**src/rtl/pc_sequencer_if.sv**
```systemverilog
// Fetch-side bundle of the PC sequencer: control inputs, the instruction-memory
// port and the decode handoff. The sequencer uses the master view.
interface pc_sequencer_if;
  logic        start;
  logic        halt;
  logic        redirect;
  logic [31:0] redirect_target;
  logic        imem_req;
  logic [31:0] imem_addr;
  logic        imem_ack;
  logic [31:0] imem_rdata;
  logic [31:0] inst;
  logic [31:0] inst_pc;
  logic        inst_valid;
  logic        inst_ready;
  logic [31:0] pc;
  logic        busy;

  modport master (
    input  start, halt, redirect, redirect_target, imem_ack, imem_rdata, inst_ready,
    output imem_req, imem_addr, inst, inst_pc, inst_valid, pc, busy
  );

  modport slave (
    output start, halt, redirect, redirect_target, imem_ack, imem_rdata, inst_ready,
    input  imem_req, imem_addr, inst, inst_pc, inst_valid, pc, busy
  );
endinterface

```
**src/rtl/pc_sequencer.sv**
```systemverilog
// Single-outstanding instruction fetch sequencer: FETCH issues a request at pc,
// HOLD parks the word for decode; halt and redirect preempt both.
module pc_sequencer #(
  parameter logic [31:0] RESET_VECTOR = 32'h0000_0000,
  parameter int          MEM_LIMIT    = 64
) (
  input  logic          clock,
  input  logic          reset_n,
  pc_sequencer_if.master bus
);

  typedef enum logic [1:0] {
    S_IDLE   = 2'd0,
    S_FETCH  = 2'd1,
    S_HOLD   = 2'd2,
    S_HALTED = 2'd3
  } state_t;

  // Word-aligned and folded into the memory window in one AND.
  localparam logic [31:0] PC_MASK = 32'(MEM_LIMIT - 1) & ~32'd3;

  state_t      r_state, w_state_nxt;
  logic [31:0] r_pc, w_pc_nxt;
  logic [31:0] r_inst, w_inst_nxt;
  logic [31:0] r_inst_pc, w_inst_pc_nxt;
  logic        r_inst_valid, w_inst_valid_nxt;
  logic [31:0] w_redir_pc;
  logic [31:0] w_pc_inc;

  assign w_redir_pc = bus.redirect_target & PC_MASK;
  assign w_pc_inc   = (r_pc + 32'd4) & PC_MASK;

  always_ff @(posedge clock or negedge reset_n) begin
    if (!reset_n) begin
      r_state      <= S_IDLE;
      r_pc         <= RESET_VECTOR;
      r_inst       <= '0;
      r_inst_pc    <= '0;
      r_inst_valid <= 1'b0;
    end else begin
      r_state      <= w_state_nxt;
      r_pc         <= w_pc_nxt;
      r_inst       <= w_inst_nxt;
      r_inst_pc    <= w_inst_pc_nxt;
      r_inst_valid <= w_inst_valid_nxt;
    end
  end

  // Priority inside the active states: halt, then redirect, then ack/ready.
  always_comb begin
    w_state_nxt      = r_state;
    w_pc_nxt         = r_pc;
    w_inst_nxt       = r_inst;
    w_inst_pc_nxt    = r_inst_pc;
    w_inst_valid_nxt = r_inst_valid;
    case (r_state)
      S_IDLE, S_HALTED: begin
        if (bus.redirect) w_pc_nxt = w_redir_pc;
        if (bus.start)    w_state_nxt = S_FETCH;
      end
      S_FETCH: begin
        if (bus.halt) begin
          w_state_nxt      = S_HALTED;
          w_inst_valid_nxt = 1'b0;
        end else if (bus.redirect) begin
          w_pc_nxt         = w_redir_pc;
          w_inst_valid_nxt = 1'b0;
        end else if (bus.imem_ack) begin
          w_inst_nxt       = bus.imem_rdata;
          w_inst_pc_nxt    = r_pc;
          w_inst_valid_nxt = 1'b1;
          w_pc_nxt         = w_pc_inc;
          w_state_nxt      = S_HOLD;
        end
      end
      S_HOLD: begin
        if (bus.halt) begin
          w_state_nxt      = S_HALTED;
          w_inst_valid_nxt = 1'b0;
        end else if (bus.redirect) begin
          w_pc_nxt         = w_redir_pc;
          w_inst_valid_nxt = 1'b0;
          w_state_nxt      = S_FETCH;
        end else if (r_inst_valid && bus.inst_ready) begin
          w_inst_valid_nxt = 1'b0;
          w_state_nxt      = S_FETCH;
        end
      end
      default: w_state_nxt = S_IDLE;
    endcase
  end

  assign bus.imem_req   = (r_state == S_FETCH);
  assign bus.imem_addr  = r_pc;
  assign bus.pc         = r_pc;
  assign bus.inst       = r_inst;
  assign bus.inst_pc    = r_inst_pc;
  assign bus.inst_valid = r_inst_valid;
  assign bus.busy       = (r_state == S_FETCH) || (r_state == S_HOLD);

endmodule
```
**src/flat_wrapper.sv**
```systemverilog
// flat-port wrapper written by rule: the top's interface ports become plain ports
module pc_sequencer_flat 
#(
  parameter logic [31:0] RESET_VECTOR = 32'h0000_0000,
  parameter int          MEM_LIMIT    = 64
)
  (clock, reset_n, bus_start, bus_halt, bus_redirect, bus_redirect_target, bus_imem_ack, bus_imem_rdata, bus_inst_ready, bus_imem_req, bus_imem_addr, bus_inst, bus_inst_pc, bus_inst_valid, bus_pc, bus_busy);
  pc_sequencer_if bus_i ();
  input  logic clock;
  input  logic reset_n;
  input wire logic [$bits(bus_i.start)-1:0] bus_start;
  input wire logic [$bits(bus_i.halt)-1:0] bus_halt;
  input wire logic [$bits(bus_i.redirect)-1:0] bus_redirect;
  input wire logic [$bits(bus_i.redirect_target)-1:0] bus_redirect_target;
  input wire logic [$bits(bus_i.imem_ack)-1:0] bus_imem_ack;
  input wire logic [$bits(bus_i.imem_rdata)-1:0] bus_imem_rdata;
  input wire logic [$bits(bus_i.inst_ready)-1:0] bus_inst_ready;
  output wire logic [$bits(bus_i.imem_req)-1:0] bus_imem_req;
  output wire logic [$bits(bus_i.imem_addr)-1:0] bus_imem_addr;
  output wire logic [$bits(bus_i.inst)-1:0] bus_inst;
  output wire logic [$bits(bus_i.inst_pc)-1:0] bus_inst_pc;
  output wire logic [$bits(bus_i.inst_valid)-1:0] bus_inst_valid;
  output wire logic [$bits(bus_i.pc)-1:0] bus_pc;
  output wire logic [$bits(bus_i.busy)-1:0] bus_busy;
  assign bus_i.start = bus_start;
  assign bus_i.halt = bus_halt;
  assign bus_i.redirect = bus_redirect;
  assign bus_i.redirect_target = bus_redirect_target;
  assign bus_i.imem_ack = bus_imem_ack;
  assign bus_i.imem_rdata = bus_imem_rdata;
  assign bus_i.inst_ready = bus_inst_ready;
  assign bus_imem_req = bus_i.imem_req;
  assign bus_imem_addr = bus_i.imem_addr;
  assign bus_inst = bus_i.inst;
  assign bus_inst_pc = bus_i.inst_pc;
  assign bus_inst_valid = bus_i.inst_valid;
  assign bus_pc = bus_i.pc;
  assign bus_busy = bus_i.busy;
  pc_sequencer #(.RESET_VECTOR(RESET_VECTOR), .MEM_LIMIT(MEM_LIMIT)) u_core (.clock(clock), .reset_n(reset_n), .bus(bus_i));
endmodule
```
**config.mk**
```make
export PLATFORM = sky130hd
export DESIGN_NAME = pc_sequencer_flat
export DESIGN_NICKNAME = d
export VERILOG_FILES = /design/src/rtl/pc_sequencer_if.sv /design/src/rtl/pc_sequencer.sv /design/src/flat_wrapper.sv
export SDC_FILE = /design/constraint.sdc
export NUM_CORES = 1
export LEC_CHECK = 0
export CORE_MARGIN = 3
export CORE_UTILIZATION = 31
export DETAILED_ROUTE_END_ITERATION = 8
export GPL_TIMING_DRIVEN = 0
export MAX_ROUTING_LAYER = met4
export PLACE_DENSITY_LB_ADDON = 0.25
export SKIP_CTS_REPAIR_TIMING = 1
export SLEW_MARGIN = 30
export SYNTH_ARGS = -nofsm -noshare
export SYNTH_HDL_FRONTEND = slang
export SYNTH_SLANG_ARGS = --single-unit
export TNS_END_PERCENT = 1
```
**constraint.sdc**
```tcl
create_clock -name clock -period 1.65 [get_ports clock]
set_clock_uncertainty 0.05 [all_clocks]
set_input_delay 0.165 -clock clock [delete_from_list [all_inputs] [get_ports clock]]
set_output_delay 0.165 -clock clock [all_outputs]
set_load 0.02 [all_outputs]
```
# Word-level counts from Yosys, hierarchy flattened
# Index checks and enable logic that the tools add are counted.
# totals
register_bits	99
input_bits	71
output_inout_bits	131
word_cells	49
# classes
addsub	1
eq_ne	11
muxes	21
bitwise_logic	2
n_reduce_logical	9
# ops
op	count
2-to-1 mux 32 bit	5
case mux 32 bit (3 select lines)	1
2-to-1 mux 2 bit	7
!= test 3 bit (second input constant)	3
AND reduction 4 bit	2
adder 6 x 3 -> 6 bit (second input constant)	1
2-to-1 mux 1 bit	6
!= test 2 bit (second input constant)	3
case mux 2 bit (3 select lines)	1
AND reduction 3 bit	2
equality test 2 bit (second input constant)	2
!= test 4 x 3 -> 1 bit (second input constant)	1
!= test 4 bit (second input constant)	1
equality test 2 x 1 -> 1 bit (second input constant)	1
logical NOT 2 bit	1
NOT 1 bit	2
case mux 1 bit (2 select lines)	1
nonzero test 2 bit	1
OR reduction 2 bit	1
logical AND 1 bit	1
logical OR 1 bit	1

# Longest topological paths before layout
# Gate-level depths: netlist (run 1).
# depth
ltp_word	5
ltp_mapped	6
mapped_depth_nobuf	6

# Worst setup path before layout (run 1)
# No wires, ideal clock.
# synth_timing
path_kind	register -> register
start	register u_core.r_state[1]
end	register u_core.r_inst[0] (netlist: u_core.bus.inst[0])
setup_ns	0.125
arrival_time_ns	1.561
required_ns	1.475
setup_slack_ns	-0.086
path_stages_with_launch	7
synth_period_minus_slack_ns	1.736
path_cell_list	dfrtp_1 > inv_1 > ha_1 > and3_1 > buf_6 > buf_12 > mux2_4
# synth_between
elab_chain_cells	2
# synth_lines
item	line	text
from (decl)	pc_sequencer.sv:22	state_t r_state, w_state_nxt;
from (signal assigned)	pc_sequencer.sv:41	r_state <= w_state_nxt;
equality test 2 x 1 -> 1 bit	-	
net bus_imem_req	flat_wrapper.sv:18	output wire logic [$bits(bus_i.imem_req)-1:0] bus_imem_req;
AND reduction 4 bit (no line)	-	
to (signal assigned)	pc_sequencer.sv:43	r_inst <= w_inst_nxt;
to (decl)	pc_sequencer.sv:24	logic [31:0] r_inst, w_inst_nxt;
# The timed path passes the listed nets, and every way through them passes these cells.
# A chain may end at the register's enable or synchronous reset.

# Worst setup path after layout (run 1)
# layout_timing
start	register u_core.r_state[1]
end	register u_core.r_pc[3] (netlist: u_core.bus.imem_addr[3])
# layout_between
elab_chain_cells	3
elab_cells_between_ends	10
# layout_lines
item	line	text
equality test 2 x 1 -> 1 bit (tied with other cells)	pc_sequencer.sv:56	case (r_state)
!= test 3 bit (no line) (tied with other cells)	-	
AND reduction 3 bit (no line) / case mux 32 bit (3 select lines) (equally long branches)	-	
to (signal assigned)	pc_sequencer.sv:42	r_pc <= w_pc_nxt;
to (decl)	pc_sequencer.sv:23	logic [31:0] r_pc, w_pc_nxt;
# Parallel ways exist; a longest one is shown, timed or not.

==> results of run 1 <==
## per-layer routing
metal	vias up	global-route usage	share of wire
met2	109	0.181	0.47
met5	-	-	0
met1	825	0.151	0.43
met3	4	0.0354	0.099
li1	923	-	-
met4	0	0.0284	0.0056
## cells by family after synthesis
logic type | Yosys count | share of synthesized area
AND/OR/NAND/NOR | 24 | 0.0467
adder cells (fa/ha/maj) | 5 | 0.0236
flip-flops | 43 | 0.405
other | 1 | 0.00141
buffers and inverters | 95 | 0.280
AO/OA/AOI/OAI | 16 | 0.0391
multiplexers | 38 | 0.204
## cell type report
type,instances,area share
sequential,43,0.260
inverter,3,0.00272
clock inverter,2,0.0145
multi-input combinational,167,0.278
timing repair buffer,90,0.218
buffer,92,0.177
tap,105,0.0318
clock buffer,6,0.0175
## power groups by stage
stage          clock network (mW)  registers (mW)  logic (mW)
2_1_floorplan                   0            2.53        1.64
3_3_place_gp                    0            1.92        3.77
3_5_place_dp                    0            1.95        3.79
4_1_cts                      1.01            1.93        3.80
5_1_grt                      1.06            2.01        3.98
6_report                    0.968            1.92        3.75
## through the flow
stage	hold WS (ns)	setup TNS [ns]	instance area (um^2)	cells
6_report	0.349	-1.88	4140	508
5_1_grt	0.387	-4.75	4140	508
3_3_place_gp	0.440	-42.83	3990	499
3_5_place_dp	0.148	-6.44	3990	499
4_1_cts	-0.182	-3.47	4120	507
2_1_floorplan	-0.181	-0.389	2970	305
## synthesized netlist by cell type, types with 2 or more instances
cell / n / share of area
sky130_fd_sc_hd__buf_4: 88 / 0.25
sky130_fd_sc_hd__nor2b_1: 2 / 0.0047
sky130_fd_sc_hd__nand2_1: 7 / 0.0099
sky130_fd_sc_hd__dfrtp_1: 43 / 0.41
sky130_fd_sc_hd__ha_1: 5 / 0.024
sky130_fd_sc_hd__nor2_1: 2 / 0.0028
sky130_fd_sc_hd__a21oi_1: 4 / 0.0075
sky130_fd_sc_hd__mux2_2: 8 / 0.034
sky130_fd_sc_hd__buf_12: 3 / 0.023
sky130_fd_sc_hd__o21ai_0: 2 / 0.0038
sky130_fd_sc_hd__nand2b_1: 3 / 0.0071
sky130_fd_sc_hd__mux2_4: 30 / 0.17
sky130_fd_sc_hd__a31oi_1: 3 / 0.0071
sky130_fd_sc_hd__nor3_1: 3 / 0.0057
sky130_fd_sc_hd__inv_1: 3 / 0.0042
sky130_fd_sc_hd__nand3_1: 2 / 0.0038
## sequential cells by signal (all words and copies together) (netlist names)
signal	cells
u_core.bus.inst_valid	1
u_core.bus.inst	32
u_core.r_state	2
u_core.bus.imem_addr	4
u_core.bus.inst_pc	4
## final timing paths
path	to	slack, ns	cells after the start
max	u_core.bus.imem_addr[3]	-0.09	5
min	u_core.bus.inst[19]	0.35	2
max reg2reg	u_core.bus.imem_addr[3]	-0.09	5
min reg2reg	u_core.bus.inst_pc[2]	0.46	1
max in group asynchronous	u_core.bus.inst[30]	0.83	2
min in group clock	u_core.bus.inst[26]	0.43	2
## cells in the final DEF (no fill, tap or decap), types with 3 or more instances in the layout
cell type | Yosys | final
sky130_fd_sc_hd__buf_4 | 88 | 91
sky130_fd_sc_hd__dfrtp_1 | 43 | 43
sky130_fd_sc_hd__inv_1 | 3 | 3
sky130_fd_sc_hd__a21oi_1 | 4 | 4
sky130_fd_sc_hd__nor3_1 | 3 | 3
sky130_fd_sc_hd__dlymetal6s2s_1 | 0 | 4
sky130_fd_sc_hd__mux2_4 | 30 | 30
sky130_fd_sc_hd__a31oi_1 | 3 | 3
sky130_fd_sc_hd__ha_1 | 5 | 4
sky130_fd_sc_hd__clkdlybuf4s50_1 | 0 | 82
sky130_fd_sc_hd__clkbuf_8 | 0 | 5
sky130_fd_sc_hd__conb_1 | 1 | 84
sky130_fd_sc_hd__nand2_1 | 7 | 7
sky130_fd_sc_hd__mux2_2 | 8 | 8
sky130_fd_sc_hd__buf_12 | 3 | 3
sky130_fd_sc_hd__nand2b_1 | 3 | 3
==> results.txt, run 1 <==
- Mean instance size in the synthesized netlist: 12.0 um^2
- At the pin with the least slew margin, the transition time is 0.544 ns.
- The count of nets left with antenna violations once routing finished came out at 0.
- Mean number of vias per cell: 3.66
* Post-synthesis async set-or-reset flop share: 1.00
- Largest net degree at the start of global routing: 44
- The share of total power dissipated in combinational logic is 0.565.
* Clock network power share: 0.146
- Number of setup violations in the final report: 35
- The worst setup path is launched from a flip-flop.
* Multi-input logic area: 1150 um^2
- Power spread over the standard cell area amounts to 1600 nW/um^2.
* Sequential group share of total power: 0.290
* Seq/Total Area, Yosys: 0.405
- Post-layout power: 6.64 mW
- Pins Over Slew Limit: 0
* Total congestion overflow: 0
* Clock latency at the later pin of the worst-skew pair: 0.29 ns
* Number of instances in the synthesized netlist: 222
- Hold WC Path Type: in -> async
* Worst slack, placed: -0.215 ns
- Initial DRC Count: 42
- In this run the worst setup path begins at u_core.r_state[1].
- Final-report hold violation count: 0
- Main flop type after synthesis: sky130_fd_sc_hd__dfrtp_1
* Port buffer count: 89
- Slowest Stage Delay on Critical Path: 0.38 ns
- Wire length of the first global-routing pass: 8960 um
- Reg-to-reg critical path startpoint: u_core.r_state[1]
* Number of H-tree levels: 2
- Net count of the finished layout: 478
- The number of antenna violations at the first check in global routing was 0.
* Root buffer selected by CTS: sky130_fd_sc_hd__clkbuf_8
- By startpoint and endpoint, the worst setup path is classified as reg -> reg.
* Clock input transition at the sequential cells of the worst setup and hold paths: 0.09 ns
- The worst setup path is captured at a flip-flop.
* Remaining design rule violation count: 0
* Count of state elements after synthesis: 43
- Share of cells above drive strength 1: 0.360
- Net switching power: 2.39 mW
- Drt wl/cell: 11.0 um
- Deepest clock path buffer count: 2
- Of the total power, the share spent switching nets is 0.360.
- Status: finished, violations left
* # IOs: 202
- Detailed routing inserted a total of 1861 vias.
* Pint: 4.25 mW
- For the worst setup path, the data required time is 1.78 ns.
* Row count: 33
- Along the worst path, the maximum fanout reaches 6.
- IR analysis of the VDD net gives a maximum drop of 528 uV.
- Setup repair after global routing could not meet its margin everywhere.
* Count of flip-flops with a built-in enable after synthesis: 0
* Number of global-route vias before repair: 1803
* Maximum frequency from static timing analysis: 575 MHz
* Worst endpoint data arrival time: 1.87 ns
- Violated checks: negative setup slack
* GPL Wtd Cong: 0.747
* Max-cap check violation count: 0
- The clock net in this run drives a total of 43 sinks.
* Static leakage power: 2.13 nW
- Final HPWL from detailed placement: 4510 um
* Post-Route WL: 5570 um
- The sequential cells in the finished layout cover a total of 1080 um^2.
* Count of buffer and inverter cells on the critical path: 1
- The slowest stage of the critical path belongs to the cell sky130_fd_sc_hd__dfrtp_1.
- For this run, the number of Yosys warnings is 0.
- Worst Setup Slack, final: -0.0893 ns
- The die is 98.5 um tall.
- The mapped netlist covers 2650 um^2.
* Number of distinct library cells after synthesis: 30
- After layout, the minimum clock period comes to 1.74 ns.
- Filler instances: 787
- TritonCTS built the clock tree.
* Slew HR: 0.637
- The initial utilization of the core area, before any placement, comes to 0.321.
- The core region is 8260 um^2.
* Gate family responsible for the most delay along the worst path: flip-flops
* Chip Width: 98.5 um
- Layout overhead on the synthesized area: 55.9%
* Number of CTS-inserted buffers: 5
* Antenna Cells: 0
- Detailed-routing iteration count for the pre-antenna-repair pass: 4
- Die area: 9710 um^2
- The signal on the critical path passes through inv_1, ha_1, o21ai_1, and2_1, mux2_2.
- Tcrit/Tclk final: 1.05
* Total routing resource utilization after global routing: 0.117
* Post-layout util: 0.501
Power figures use the tool's default switching activity.
==> run 2, diff against run 1 <==
RECOVER_POWER = 100   (was not set)
==> run 2 against run 1 <==
Net effect:
- the run still ends with negative setup slack left
- sequential cell count did not move
- clock power barely moved
- combinational power fell by 5.9%
- design area fell by 0.91%
- clock-buffer cell count did not move
- power fell by 3.5%
- worst hold slack improved by 0.080 ns
- global-route usage did not move
- via count barely moved
==> results.txt, run 2 (synthesized netlist as in run 1, its figures left out) <==
- Counting I/O delays and the setup requirement, the final critical path takes 1.74 ns.
- Depth of the worst hold-timing path: 2
* Worst Setup Slack, final: -0.0896 ns
- Reg-to-reg critical path startpoint: u_core.r_state[1]
* Max FFs per register: 32
- The floorplan has 33 rows.
* Root buffer selected by CTS: sky130_fd_sc_hd__clkbuf_8
- STA classifies the critical path endpoint as a flip-flop.
* Initial antenna violation count: 0
- For the pin with the worst max-slew slack, the measured transition is 1.07 ns.
- Layout overhead on the synthesized area: 54.5%
- Detailed-routing iteration count for the pre-antenna-repair pass: 4
- Number of sinks handled by clock tree synthesis: 43
- GPL Wtd Cong: 0.747
- Maximum frequency from static timing analysis: 575 MHz
* Post-Route WL: 5560 um
* Most Used Layer, Global Route: met2
- The worst hold path belongs to the class in -> reg.
- TritonCTS built the clock tree.
* Met2 track utilization from global routing: 0.181
* Worst reg2reg setup slack: -0.09 ns
- PD cells: 1560 nW/um^2
- Most frequent cells in the layout: sky130_fd_sc_hd__buf_4, sky130_fd_sc_hd__conb_1, sky130_fd_sc_hd__clkdlybuf4s50_1
- Highest ir drop seen on vdd: 520 uV
- In this run the worst path has a maximum fanout of 6.
- CTS built an H-tree with a depth of 2.
- Most frequent standard cell in the layout excluding fill and tap cells: sky130_fd_sc_hd__buf_4
- Setup repair after global routing could not meet its margin everywhere.
* Port buffer count: 89
- Max-cap violations in this run came to 0.
- In the global route stage, overall resource usage came out at 0.117.
- In the routed design, unresolved DRC markers number 0.
- Final non-filler cell area: 4100 um^2
- Chip Width: 98.5 um
* Placed Area: 3990 um^2
- For met1 alone, demand over resource in global routing was 0.151.
- 202 I/O pins were placed.
* Area of the core: 8260 um^2
- Final HPWL from detailed placement: 4510 um
- Of the available clock period, the critical path in the final layout requires 1.05.
- In the global route stage, met3 resource usage came out at 0.0354.
- Slew HR: 0.287
- Startpoint class of the critical path: flip-flop
- Of the cells placed in the final design, the portion with a size suffix greater than 1 is 0.360.
- Wire length of the first global-routing pass: 8960 um
* Die area: 9710 um^2
- Worst reg-to-reg path cell count: 5
- Pins Over Slew Limit: 0
- The worst hold path begins at bus_imem_rdata[26].
- The worst register-to-register path ends at u_core.bus.imem_addr[3].
* Number of nets with antenna violations after routing: 0
- For this configuration, the core starts out at a cell density of 0.321.
* Number of global-route vias before repair: 1803
- Deepest clock path buffer count: 2
- In the final design database the tool counted 478 nets.
- The analysis attributes to cell leakage a power of 2.11 nW.
* Antenna Cells: 0
- The checks that failed: negative setup slack.
- The later pin in the worst-skew pair is clocked with a latency of 0.29 ns.
- Setup Crit Path Kind: reg -> reg
- Largest net degree at the start of global routing: 44
- Setup violations remaining at the end of the flow were counted as 35.
- Initial DRC Count: 35
- Summing over every cut layer, the via total after detailed routing is 1860.
- Clock input transition at the sequential cells of the worst setup and hold paths: 0.09 ns
* Required time of the critical path: 1.78 ns
* Drt wl/cell: 10.9 um
* WHS Endpoint: u_core.bus.inst[26]
- Final hold analysis gives a worst-case slack of 0.429 ns.
- Number of CTS-inserted buffers: 5
- Final-report hold violation count: 0
- Global routing finished with a remaining overflow of 0.
* Worst endpoint data arrival time: 1.87 ns
- Die extent in y: 98.5 um
- Mean number of vias per cell: 3.66
- The run finished, with violations left.
-- run 2: changes by cell type in the layout (fill, tap and decap cells not counted) --
cell                              delta
sky130_fd_sc_hd__buf_4               -2
sky130_fd_sc_hd__clkbuf_2            +1
sky130_fd_sc_hd__clkbuf_4            +1
sky130_fd_sc_hd__clkdlybuf4s50_1    -36
sky130_fd_sc_hd__dlygate4sd3_1      +36
sky130_fd_sc_hd__clkbuf_1            +4
sky130_fd_sc_hd__dlymetal6s2s_1      -4
-- run 2: through the flow --
step	TNS (ns)	util	std cells	power, mW	worst slack (ns)
6_report	-2.08	0.497	508	6.40	-0.0896
5_1_grt	-4.87	0.497	508	6.81	-0.183
4_1_cts	-3.47	0.499	507	6.74	-0.388
3_5_place_dp	-6.44	0.483	499	5.74	-0.215
3_3_place_gp	-42.83	0.483	499	5.69	-0.849
2_1_floorplan	-0.389	-	305	4.17	-0.0126
-- run 2: area by class of cell --
class                      count  area (um^2)
multi-input combinational    167         1150
tap                          105          131
sequential                    43         1080
clock inverter                 2         60.1
inverter                       3         11.3
fill                         789         4160
timing repair buffer          90          866
buffer                        92          732
clock buffer                   6         72.6
-- run 2: worst max-delay path: stages, from the launching register on --
cell and delay [ns]:
sky130_fd_sc_hd__dfrtp_1 0.38, sky130_fd_sc_hd__inv_1 0.09, sky130_fd_sc_hd__ha_1 0.25, sky130_fd_sc_hd__o21ai_1 0.27, sky130_fd_sc_hd__and2_1 0.24, sky130_fd_sc_hd__mux2_2 0.35
-- run 2: worst max-delay path by stage --
stage                                 start                 endpoint  slack, ns  cells past startpoint
final                     u_core.r_state[1]  u_core.bus.imem_addr[3]      -0.09                      5
after global routing      u_core.r_state[0]  u_core.bus.imem_addr[3]      -0.18                      5
after CTS                 u_core.r_state[0]                 bus_busy      -0.39                      4
after detailed placement       bus_redirect    u_core.bus.inst_valid      -0.22                      5
after global placement              reset_n        u_core.r_state[0]      -0.85                      1
after floorplan           u_core.r_state[1]       u_core.bus.inst[0]      -0.01                      6
-- run 2: layer usage --
metal	vias up	share of wire
met1	824	0.43
met5	-	0
li1	923	-
met2	109	0.47
met3	4	0.099
met4	0	0.0056
-- run 2: where the power goes --
| group | switching, mW | leakage [nW] | total [mW] | internal [mW] |
|---|---|---|---|---|
| logic | 1.69 | 1.53 | 3.53 | 1.84 |
| registers | 0.324 | 0.515 | 1.90 | 1.58 |
| clock network | 0.363 | 0.0654 | 0.968 | 0.605 |
| total | 2.37 | 2.11 | 6.40 | 4.03 |
